File: src/rtl/adam_cfg_pkg.sv
// Shared definitions for the AXI-Lite register responder: response codes,
// FSM state encoding and arbitration history.
package adam_cfg_pkg;

  localparam logic [1:0] RESP_OKAY   = 2'b00;
  localparam logic [1:0] RESP_SLVERR = 2'b10;

  typedef enum logic [2:0] {
    ST_IDLE,
    ST_ACCESS,
    ST_WR_RESP,
    ST_RD_RESP,
    ST_PAUSED
  } state_e;

  typedef enum logic {
    RR_WRITE,
    RR_READ
  } rr_e;

  // Index width for a register window of n words; never below one bit.
  function automatic int unsigned idx_width(input int unsigned n);
    return (n > 1) ? $clog2(n) : 1;
  endfunction

endpackage

File: src/rtl/adam_axil_reg_resp_hold.sv
// Single-entry valid/ready holding register. The _c outputs bypass the
// incoming beat so a transfer can be consumed in the cycle it is accepted.
module adam_axil_reg_resp_hold #(
  parameter int unsigned WIDTH = 32
) (
  input  logic             clk,
  input  logic             rst,
  input  logic             en,
  input  logic             take,
  input  logic             in_valid,
  input  logic [WIDTH-1:0] in_data,
  output logic             in_ready_c,
  output logic             full,
  output logic             avail_c,
  output logic [WIDTH-1:0] data_c
);

  logic [WIDTH-1:0] data_q;
  logic             fire;

  assign in_ready_c = en && !full;
  assign fire       = in_valid && in_ready_c;
  assign avail_c    = full || fire;
  assign data_c     = full ? data_q : in_data;

  always_ff @(posedge clk) begin
    if (rst) begin
      full   <= 1'b0;
      data_q <= '0;
    end else begin
      if (fire) begin
        data_q <= in_data;
      end
      if (take) begin
        full <= 1'b0;
      end else if (fire) begin
        full <= 1'b1;
      end
    end
  end

endmodule

File: src/rtl/adam_axil_reg_resp.sv
// AXI-Lite subordinate that turns each read or write into one request/grant
// access on a flat word-indexed register port, with a quiesce handshake.
module adam_axil_reg_resp
  import adam_cfg_pkg::*;
#(
  parameter int unsigned ADDR_WIDTH    = 32,
  parameter int unsigned DATA_WIDTH    = 32,
  parameter int unsigned STRB_WIDTH    = DATA_WIDTH / 8,
  parameter int unsigned NO_REGS       = 16,
  parameter int unsigned REG_IDX_WIDTH = idx_width(NO_REGS)
) (
  input  logic                     clk,
  input  logic                     rst,
  input  logic                     pause_req,
  output logic                     pause_ack,
  input  logic [ADDR_WIDTH-1:0]    aw_addr,
  input  logic                     aw_valid,
  output logic                     aw_ready,
  input  logic [DATA_WIDTH-1:0]    w_data,
  input  logic [STRB_WIDTH-1:0]    w_strb,
  input  logic                     w_valid,
  output logic                     w_ready,
  output logic [1:0]               b_resp,
  output logic                     b_valid,
  input  logic                     b_ready,
  input  logic [ADDR_WIDTH-1:0]    ar_addr,
  input  logic                     ar_valid,
  output logic                     ar_ready,
  output logic [DATA_WIDTH-1:0]    r_data,
  output logic [1:0]               r_resp,
  output logic                     r_valid,
  input  logic                     r_ready,
  output logic                     reg_req,
  output logic                     reg_we,
  output logic [REG_IDX_WIDTH-1:0] reg_idx,
  output logic [DATA_WIDTH-1:0]    reg_wdata,
  output logic [STRB_WIDTH-1:0]    reg_wstrb,
  input  logic                     reg_gnt,
  input  logic [DATA_WIDTH-1:0]    reg_rdata,
  input  logic                     reg_err
);

  localparam int unsigned OFFS_W = $clog2(STRB_WIDTH);
  localparam int unsigned WPAY_W = DATA_WIDTH + STRB_WIDTH;

  state_e state;
  rr_e    rr_last;

  logic                  idle;
  logic                  aw_en, w_en, ar_en;
  logic                  aw_full, w_full, ar_full;
  logic                  aw_avail, w_avail, ar_avail;
  logic [ADDR_WIDTH-1:0] aw_addr_c, ar_addr_c;
  logic [WPAY_W-1:0]     w_pay_c;
  logic [DATA_WIDTH-1:0] w_data_c;
  logic [STRB_WIDTH-1:0] w_strb_c;
  logic                  wr_elig, rd_elig;
  logic                  take_wr, take_rd;
  logic [ADDR_WIDTH-1:0] addr_sel, word;
  logic                  out_of_range;
  logic [1:0]            acc_resp;

  // Reset holds every ready low; pause only blocks the start of new transactions,
  // so a half-received write may still collect its missing channel.
  assign idle  = (state == ST_IDLE) && !rst;
  assign aw_en = idle && (!pause_req || w_full);
  assign w_en  = idle && (!pause_req || aw_full);
  assign ar_en = idle && !pause_req && !(aw_full && w_full);

  adam_axil_reg_resp_hold #(.WIDTH(ADDR_WIDTH)) u_aw_hold (
    .clk        (clk),
    .rst        (rst),
    .en         (aw_en),
    .take       (take_wr),
    .in_valid   (aw_valid),
    .in_data    (aw_addr),
    .in_ready_c (aw_ready),
    .full       (aw_full),
    .avail_c    (aw_avail),
    .data_c     (aw_addr_c)
  );

  adam_axil_reg_resp_hold #(.WIDTH(WPAY_W)) u_w_hold (
    .clk        (clk),
    .rst        (rst),
    .en         (w_en),
    .take       (take_wr),
    .in_valid   (w_valid),
    .in_data    ({w_strb, w_data}),
    .in_ready_c (w_ready),
    .full       (w_full),
    .avail_c    (w_avail),
    .data_c     (w_pay_c)
  );

  adam_axil_reg_resp_hold #(.WIDTH(ADDR_WIDTH)) u_ar_hold (
    .clk        (clk),
    .rst        (rst),
    .en         (ar_en),
    .take       (take_rd),
    .in_valid   (ar_valid),
    .in_data    (ar_addr),
    .in_ready_c (ar_ready),
    .full       (ar_full),
    .avail_c    (ar_avail),
    .data_c     (ar_addr_c)
  );

  assign {w_strb_c, w_data_c} = w_pay_c;

  // Round-robin: when both are ready the type not served last goes first.
  assign wr_elig = aw_avail && w_avail;
  assign rd_elig = ar_avail;
  assign take_rd = idle && rd_elig && (!wr_elig || (rr_last == RR_WRITE));
  assign take_wr = idle && wr_elig && !take_rd;

  assign addr_sel     = take_rd ? ar_addr_c : aw_addr_c;
  assign word         = addr_sel >> OFFS_W;
  assign out_of_range = word >= ADDR_WIDTH'(NO_REGS);
  assign acc_resp     = reg_err ? RESP_SLVERR : RESP_OKAY;

  always_ff @(posedge clk) begin
    if (rst) begin
      state     <= ST_IDLE;
      rr_last   <= RR_WRITE;
      pause_ack <= 1'b0;
      reg_req   <= 1'b0;
      reg_we    <= 1'b0;
      reg_idx   <= '0;
      reg_wdata <= '0;
      reg_wstrb <= '0;
      b_valid   <= 1'b0;
      b_resp    <= RESP_OKAY;
      r_valid   <= 1'b0;
      r_resp    <= RESP_OKAY;
      r_data    <= '0;
    end else begin
      unique case (state)
        ST_IDLE: begin
          if (take_rd || take_wr) begin
            rr_last   <= take_rd ? RR_READ : RR_WRITE;
            reg_we    <= take_wr;
            reg_idx   <= REG_IDX_WIDTH'(word);
            reg_wdata <= take_wr ? w_data_c : '0;
            reg_wstrb <= take_wr ? w_strb_c : '0;
            if (!out_of_range) begin
              reg_req <= 1'b1;
              state   <= ST_ACCESS;
            end else if (take_wr) begin
              b_valid <= 1'b1;
              b_resp  <= RESP_SLVERR;
              state   <= ST_WR_RESP;
            end else begin
              r_valid <= 1'b1;
              r_resp  <= RESP_SLVERR;
              r_data  <= '0;
              state   <= ST_RD_RESP;
            end
          end else if (pause_req && !aw_full && !w_full && !ar_full) begin
            pause_ack <= 1'b1;
            state     <= ST_PAUSED;
          end
        end
        ST_ACCESS: begin
          if (reg_gnt) begin
            reg_req <= 1'b0;
            if (reg_we) begin
              b_valid <= 1'b1;
              b_resp  <= acc_resp;
              state   <= ST_WR_RESP;
            end else begin
              r_valid <= 1'b1;
              r_resp  <= acc_resp;
              r_data  <= reg_err ? '0 : reg_rdata;
              state   <= ST_RD_RESP;
            end
          end
        end
        ST_WR_RESP: begin
          if (b_ready) begin
            b_valid <= 1'b0;
            state   <= ST_IDLE;
          end
        end
        ST_RD_RESP: begin
          if (r_ready) begin
            r_valid <= 1'b0;
            state   <= ST_IDLE;
          end
        end
        ST_PAUSED: begin
          if (!pause_req) begin
            pause_ack <= 1'b0;
            state     <= ST_IDLE;
          end
        end
        default: state <= ST_IDLE;
      endcase
    end
  end

endmodule

File: config.mk
export PLATFORM = sky130hd
export DESIGN_NAME = adam_axil_reg_resp
export DESIGN_NICKNAME = d
export VERILOG_FILES = /design/src/rtl/adam_cfg_pkg.sv /design/src/rtl/adam_axil_reg_resp_hold.sv /design/src/rtl/adam_axil_reg_resp.sv
export SDC_FILE = /design/constraint.sdc
export NUM_CORES = 1
export LEC_CHECK = 0
export ABC_AREA = 0
export CORE_MARGIN = 1
export CORE_UTILIZATION = 47
export DETAILED_ROUTE_END_ITERATION = 7
export PLACE_DENSITY = 0.84
export SLEW_MARGIN = 25
export SYNTH_ARGS = -nofsm -noshare
export SYNTH_HDL_FRONTEND = slang
export SYNTH_SLANG_ARGS = --single-unit
File: constraint.sdc
create_clock -name clk -period 2.4 [get_ports clk]
set_clock_uncertainty 0.15 [all_clocks]
set_input_delay 0.48 -clock clk [delete_from_list [all_inputs] [get_ports clk]]
set_output_delay 0.48 -clock clk [all_outputs]
set_load 0.1 [all_outputs]
### Word level (Yosys, flattened, before mapping)

Cells that the tools add are included.

| word-level totals | value |
|---|---|
| register bits | 188 |
| input bits | 142 |
| output and inout port bits | 84 |

| cells by class | value |
|---|---|
| magnitude comparators | 1 |
| equality and inequality tests | 18 |
| muxes and demuxes | 59 |
| bitwise operators | 1 |
| reduce and logical (&&, ||, !) cells | 50 |

Operators by type and width:

| cell | count |
|---|---|
| 32-bit 2-to-1 mux | 10 |
| 32-bit one-hot mux with 2 select lines | 1 |
| 36-bit 2-to-1 mux | 1 |
| 30-bit by 5-bit greater-or-equal comparator with 1-bit output (second input constant) | 1 |
| 2-bit 2-to-1 mux | 12 |
| 2-bit != test (second input constant) | 11 |
| 1-bit 2-to-1 mux | 21 |
| 1-bit logical AND | 20 |
| 3-bit 2-to-1 mux | 6 |
| 3-bit one-hot mux with 5 select lines | 1 |
| 7-bit AND reduction | 2 |
| 6-bit AND reduction | 2 |
| 1-bit zero test | 8 |
| 2-bit one-hot mux with 2 select lines | 2 |
| 4-bit AND reduction | 2 |
| 1-bit logical OR | 7 |
| 3-bit by 2-bit equality test with 1-bit output (second input constant) | 2 |
| 1-bit one-hot mux with 3 select lines | 2 |
| 3-bit nonzero test | 2 |
| 5-bit AND reduction | 1 |
| 4-bit 2-to-1 mux | 1 |
| 2-bit by 1-bit != test with 1-bit output (second input constant) | 2 |
| 1-bit one-hot mux with 2 select lines | 2 |
| 2-bit nonzero test | 2 |
| other kinds (7) | 8 |

### Longest topological paths before layout

| logic depth | value |
|---|---|
| depth in word-level cells | 16 |
| mapped depth | 10 |
| gate-level depth less buffers | 6 |

### Hierarchy

From an unflattened synthesis, not the netlist that was laid out.

| second synthesis, totals | value |
|---|---|
| cells, all modules | 977 |
| area total of the unflattened synthesis | 9401.5 um^2 |

By module, submodules not included:

| module | instances | cells an instance | area an instance (um^2) | sequential area each (um^2) |
|---|---|---|---|---|
| adam_axil_reg_resp_hold at u_ar_hold ... | 2 | 180 | 1865.5 | 660.6 |
| adam_axil_reg_resp | 1 | 416 | 3583.4 | 1661.6 |
| adam_axil_reg_resp_hold at u_w_hold | 1 | 201 | 2087.0 | 740.7 |

### Worst setup path after synthesis

OpenSTA, ideal clock, no wires.

| path | value |
|---|---|
| path kind | reg-to-reg |
| from | reg state[2] |
| to | reg u_w_hold.full |
| library setup time | 0.086 ns |
| data arrival time | 3.213 ns |
| required time | 2.164 ns |
| path slack | -1.048 ns |
| cell stages (with the launch flop) | 9 |
| buffers on the path | 3 |
| path through | dfxtp_1 buf_2 or3_1 buf_6 nand2b_4 nor3_2 nand2_1 buf_2 a211oi_1 |

| between the ends | value |
|---|---|
| cells in the longest elaborated chain, start to end | 13 |

Ends and longest elaborated chain:

| what | RTL line | text |
|---|---|---|
| start: declaration | adam_axil_reg_resp.sv:46 | `state_e state;` |
| start signal: assignment | adam_axil_reg_resp.sv:124 | `state <= ST_IDLE;` |
| start signal: assignment | adam_axil_reg_resp.sv:148 | `state <= ST_ACCESS;` |
| start signal: assignment | adam_axil_reg_resp.sv:152 | `state <= ST_WR_RESP;` |
| 3-bit zero test (*) | adam_axil_reg_resp.sv:65 | `assign idle = (state == ST_IDLE) && !rst;` |
| 1-bit logical AND (*) | adam_axil_reg_resp.sv:65 |  |
| 1-bit logical AND (*) | adam_axil_reg_resp.sv:67 | `assign w_en = idle && (!pause_req \|\| aw_full);` |
| 1-bit logical AND (*) | adam_axil_reg_resp_hold.sv:21 | `assign in_ready_c = en && !full;` |
| net w_ready | adam_axil_reg_resp.sv:22 | `output logic w_ready,` |
| 1-bit logical AND (*) | adam_axil_reg_resp_hold.sv:22 | `assign fire = in_valid && in_ready_c;` |
| 1-bit logical OR | adam_axil_reg_resp_hold.sv:23 | `assign avail_c = full \|\| fire;` |
| 1-bit logical AND | adam_axil_reg_resp.sv:112 | `assign wr_elig = aw_avail && w_avail;` |
| 1-bit zero test | adam_axil_reg_resp.sv:114 | `assign take_rd = idle && rd_elig && (!wr_elig \|\| (rr_last == RR_WRITE));` |
| 1-bit logical OR | adam_axil_reg_resp.sv:114 |  |
| 1-bit logical AND | adam_axil_reg_resp.sv:114 |  |
| 1-bit zero test | adam_axil_reg_resp.sv:115 | `assign take_wr = idle && wr_elig && !take_rd;` |
| 1-bit logical AND | adam_axil_reg_resp.sv:115 |  |
| 2-bit OR reduction (no line) | n/a |  |
| end signal: assignment | adam_axil_reg_resp_hold.sv:28 | `full <= 1'b0;` |
| end signal: assignment | adam_axil_reg_resp_hold.sv:35 | `full <= 1'b0;` |
| end signal: assignment | adam_axil_reg_resp_hold.sv:37 | `full <= 1'b1;` |
| end: declaration | adam_axil_reg_resp_hold.sv:13 | `output logic full,` |

Mark *: on every way through the listed nets, which the timed path passes. The rest lies on a longest branch.
A chain may end at the register's enable or synchronous reset.

### Worst setup path after layout

| path | value |
|---|---|
| from | reg state[2] |
| to | out aw_ready |

| between the ends | value |
|---|---|
| cells in the longest elaborated chain, start to end | 4 |

Ends and longest elaborated chain:

| what | RTL line | text |
|---|---|---|
| 3-bit zero test | adam_axil_reg_resp.sv:65 |  |
| 1-bit logical AND | adam_axil_reg_resp.sv:65 |  |
| 1-bit logical AND | adam_axil_reg_resp.sv:66 | `assign aw_en = idle && (!pause_req \|\| w_full);` |
| 1-bit logical AND | adam_axil_reg_resp_hold.sv:21 |  |
| end: declaration | adam_axil_reg_resp.sv:18 | `output logic aw_ready,` |

Every way passes these cells.

==> summary.md <==
| Metric | Value |
|---|---|
| Non-Filler Instances | `1385` |
| CP max FO | `3` |
| CTS sink count | `approximately 180` |
| Critical path, cell by cell | `or3_4 -> nand2b_4 -> nor3_4 -> buf_6 -> buf_12` |
| Worst Hold Path Cells | `2` |
| Leakage | `4.40 nW` |
| Final Cycle Share | `101%` |
| Power per cell area | `around 850 nW/um^2` |
| Synth Flop Type | `dfxtp_1` |
| Cell taking the most area after synthesis | `dfxtp_1` |
| First-pass detailed-route iteration total | `5` |
| Clock root buffer | `clkbuf_16` |
| Row cnt | `46` |
| Global placer's final weighted congestion | `roughly 0.86` |
| Die H | `129 microns` |
| Dpl hpwl | `13.9 mm` |
| Starting DRT DRC Count | `458` |
| F_max | `0.413 GHz` |
| Vias | `roughly 7400` |
| Hold Buf Count CTS | `0` |
| Largest net degree at the start of global routing | `150` |
| Max_slew headroom | `55.7%` |
| Synth async-reset ratio | `0%` |
| Count of different cell masters after synthesis | `between 50 and 60` |
| Num CTS Buffers | `17` |
| First-pass GRT wire length | `33.5 mm` |
| Maximum VDD drop | `around 580 uV` |
| Synth area leaders | `dfxtp_1 (48%), nand2_1 (12%), a21oi_1 (7.3%), mux2_2 (5.3%), mux2i_1 (4.9%)` |
| Antenna viol nets, final | `0` |
| Setup TNS | `-0.0234 ns` |
| Seq/Total Area, Yosys | `47.7%` |
| Filler Cells Inserted | `1205` |
| Gr usage total | `25.4%` |
| Average size of a mapped cell | `around 8.4 sq um` |
| Core area | `between 15000 and 20000 sq um` |
| Crit path DAT | `1.79 ns` |
| Share of the synthesized area in the top cell type | `a little under half` |
| CP Class | `flop to output pin` |
| PortBufs | `between 200 and 250` |
| TritonCTS clock tree | `built` |
| Startpoint Class | `flop` |
| Crit. End Element | `output pin` |
| Synth-to-layout area growth | `46.3%` |
| Die Area | `between 15000 and 20000 sq um` |
| Vias in the first global route | `7081` |
| Worst setup margin | `-0.0234 ns` |
| Total gr overflow | `0` |
| Outcome | `complete, but fails checks` |
| Worst path max stage delay | `0.42 ns` |
| Clock latency at the later pin of the worst-skew pair | `0.43 ns` |
| Total routed wirelength | `21.8 mm` |
| # IOs | `226` |
| Share of cells above drive strength 1 | `22.5%` |
| CTS H-tree lvls | `4` |
| YS warnings | `0` |
| DR vias/cell | `around 5.3` |
| Clock buffer depth | `2` |
| Die span in x | `129 microns` |
| Final nets | `1297` |
| Synthesized area | `between 7000 and 8000 sq um` |
| CP required | `1.77 ns` |
| Mapped Cells | `slightly above 900` |
| Setup slack after placement | `-0.488 ns` |
| Tightest Hold Check Type | `primary input to flop` |
| Number of flops mapped to enable cells by yosys | `0` |
| Routed length per instance | `15.7 microns` |
| Final Max Tran Viols | `0` |
| Post-synth top cells | `nand2_1 (243), dfxtp_1 (182), a21oi_1 (111)` |
| R2R cell count | `10` |
| Number of remaining DRC errors | `0` |
| Total placed cells including tap cells | `1335` |
| Cell with the most instances after synthesis | `nand2_1` |
| Reg clk slew, reported paths | `roughly 0.060 ns` |
| Actual slew at the worst max-slew pin | `0.664 ns` |
| Final setup vio count | `1` |
| # Max-Cap Violations | `0` |
| Endpoints failing hold | `0` |
| RSZ-0062 raised after global routing | `true` |
| Initial antenna violation count | `1` |
| Min Tclk post-route | `about 2.4 ns` |
| Synthesis-stage register bit count | `around 180` |
| Failing checks | `negative setup slack` |
| Initial core utilization | `48.1%` |
| CP max stage cell | `or3_4` |
-- state kept, by name, indices dropped and copies added, names as in the netlist --
signal	cells
pause_ack	1
u_aw_hold.full	1
b_resp	1
reg_idx	4
state	3
u_w_hold.full	1
reg_wstrb	4
u_aw_hold.data_q	30
rr_last	1
r_resp	1
reg_req	1
u_ar_hold.full	1
b_valid	1
r_data	32
reg_we	1
reg_wdata	32
r_valid	1
u_w_hold.data_q	36
u_ar_hold.data_q	30
-- final cells by class --
class / count / area (sq um) / share of cell area (%)
Multi-Input combinational cell: 650 / 3810 / 34.1
Sequential cell: 182 / 3660 / 32.7
Timing Repair Buffer: 299 / 2830 / 25.3
Clock buffer: 25 / 485 / 4.35
Tap cell: 216 / 270 / 2.42
Clock inverter: 7 / 93.8 / 0.840
Inverter: 5 / 18.8 / 0.168
Antenna cell: 1 / 2.50 / 0.0224
-- kinds of logic after synthesis --
| logic type | count (synthesis) | synth area share (%) |
|---|---|---|
| AND/OR/NAND/NOR | 388 | 22.0 |
| multiplexers | 73 | 10.2 |
| AO/OA/AOI/OAI | 187 | 15.3 |
| other | 1 | 0.0491 |
| buffers and inverters | 80 | 4.80 |
| flip-flops | 182 | 47.7 |
-- metal layers --
layer	GRT usage [%]	part of all wire (%)	routed length (microns)	up-vias
met5	0	0	0	-
met4	8.55	2.3	505	0
met3	8.05	7.1	1550	34
met1	29.3	40	8820	3478
li1	-	-	-	3620
met2	44.3	50	10900	221
-- critical path: cells and delay by family, from the launching register on --
kind,cells,cell delay (ns)
DFF,1,0.32
and+or+nand+nor,3,0.76
buffers and inverters,2,0.30
-- power breakdown --
| part | switching (W) | total, W | internal, W |
|---|---|---|---|
| logic | 0.00197 | 0.00336 | 0.00138 |
| clock network | 0.00113 | 0.00275 | 0.00162 |
| registers | 0.000152 | 0.00342 | 0.00327 |
| total | 0.00326 | 0.00952 | 0.00626 |
-- metrics by stage --
stage | power [W] | cell area [sq um] | util (%) | hold WS (ns)
after floorplan | 0.00557 | 7710 | - | 0.281
after global placement | 0.00640 | 10200 | 64.2 | 0.287
after detailed placement | 0.00644 | 10200 | 64.2 | 0.292
after CTS | 0.00957 | 11000 | 69.5 | 0.135
after global routing | 0.00992 | 11200 | 70.3 | 0.140
final | 0.00952 | 11200 | 70.3 | 0.146
-- worst paths after layout --
check / startpoint / end / slack, ns
setup / recovery: state[2] / aw_ready / -0.02
hold reg to reg: u_w_hold.data_q[24] / u_w_hold.data_q[24] / 0.30
setup reg to reg: u_aw_hold.full / r_resp[1] / 0.04
hold / removal: rst / u_w_hold.full / 0.15
-- cells in the final DEF (no fill, tap or decap), types with 12 or more instances in the layout --
master,n
clkdlybuf4s50_1,115
buf_12,14
nor2_1,50
dfxtp_1,176
clkbuf_16,17
mux2_2,36
nand2_1,242
mux2i_1,37
nor3_1,13
a21oi_1,109
buf_4,140
dlygate4sd2_1,12
a22oi_1,36
nand3_1,33
-- repair_timing --
item                       4_1_cts  5_1_grt
gates resized for setup         38       30
buffers inserted                 9        8
setup endpoints to repair       41       39
pin swaps                       13       17
cloned                           3        0
No activity file was read; power rests on OpenSTA's default activity.
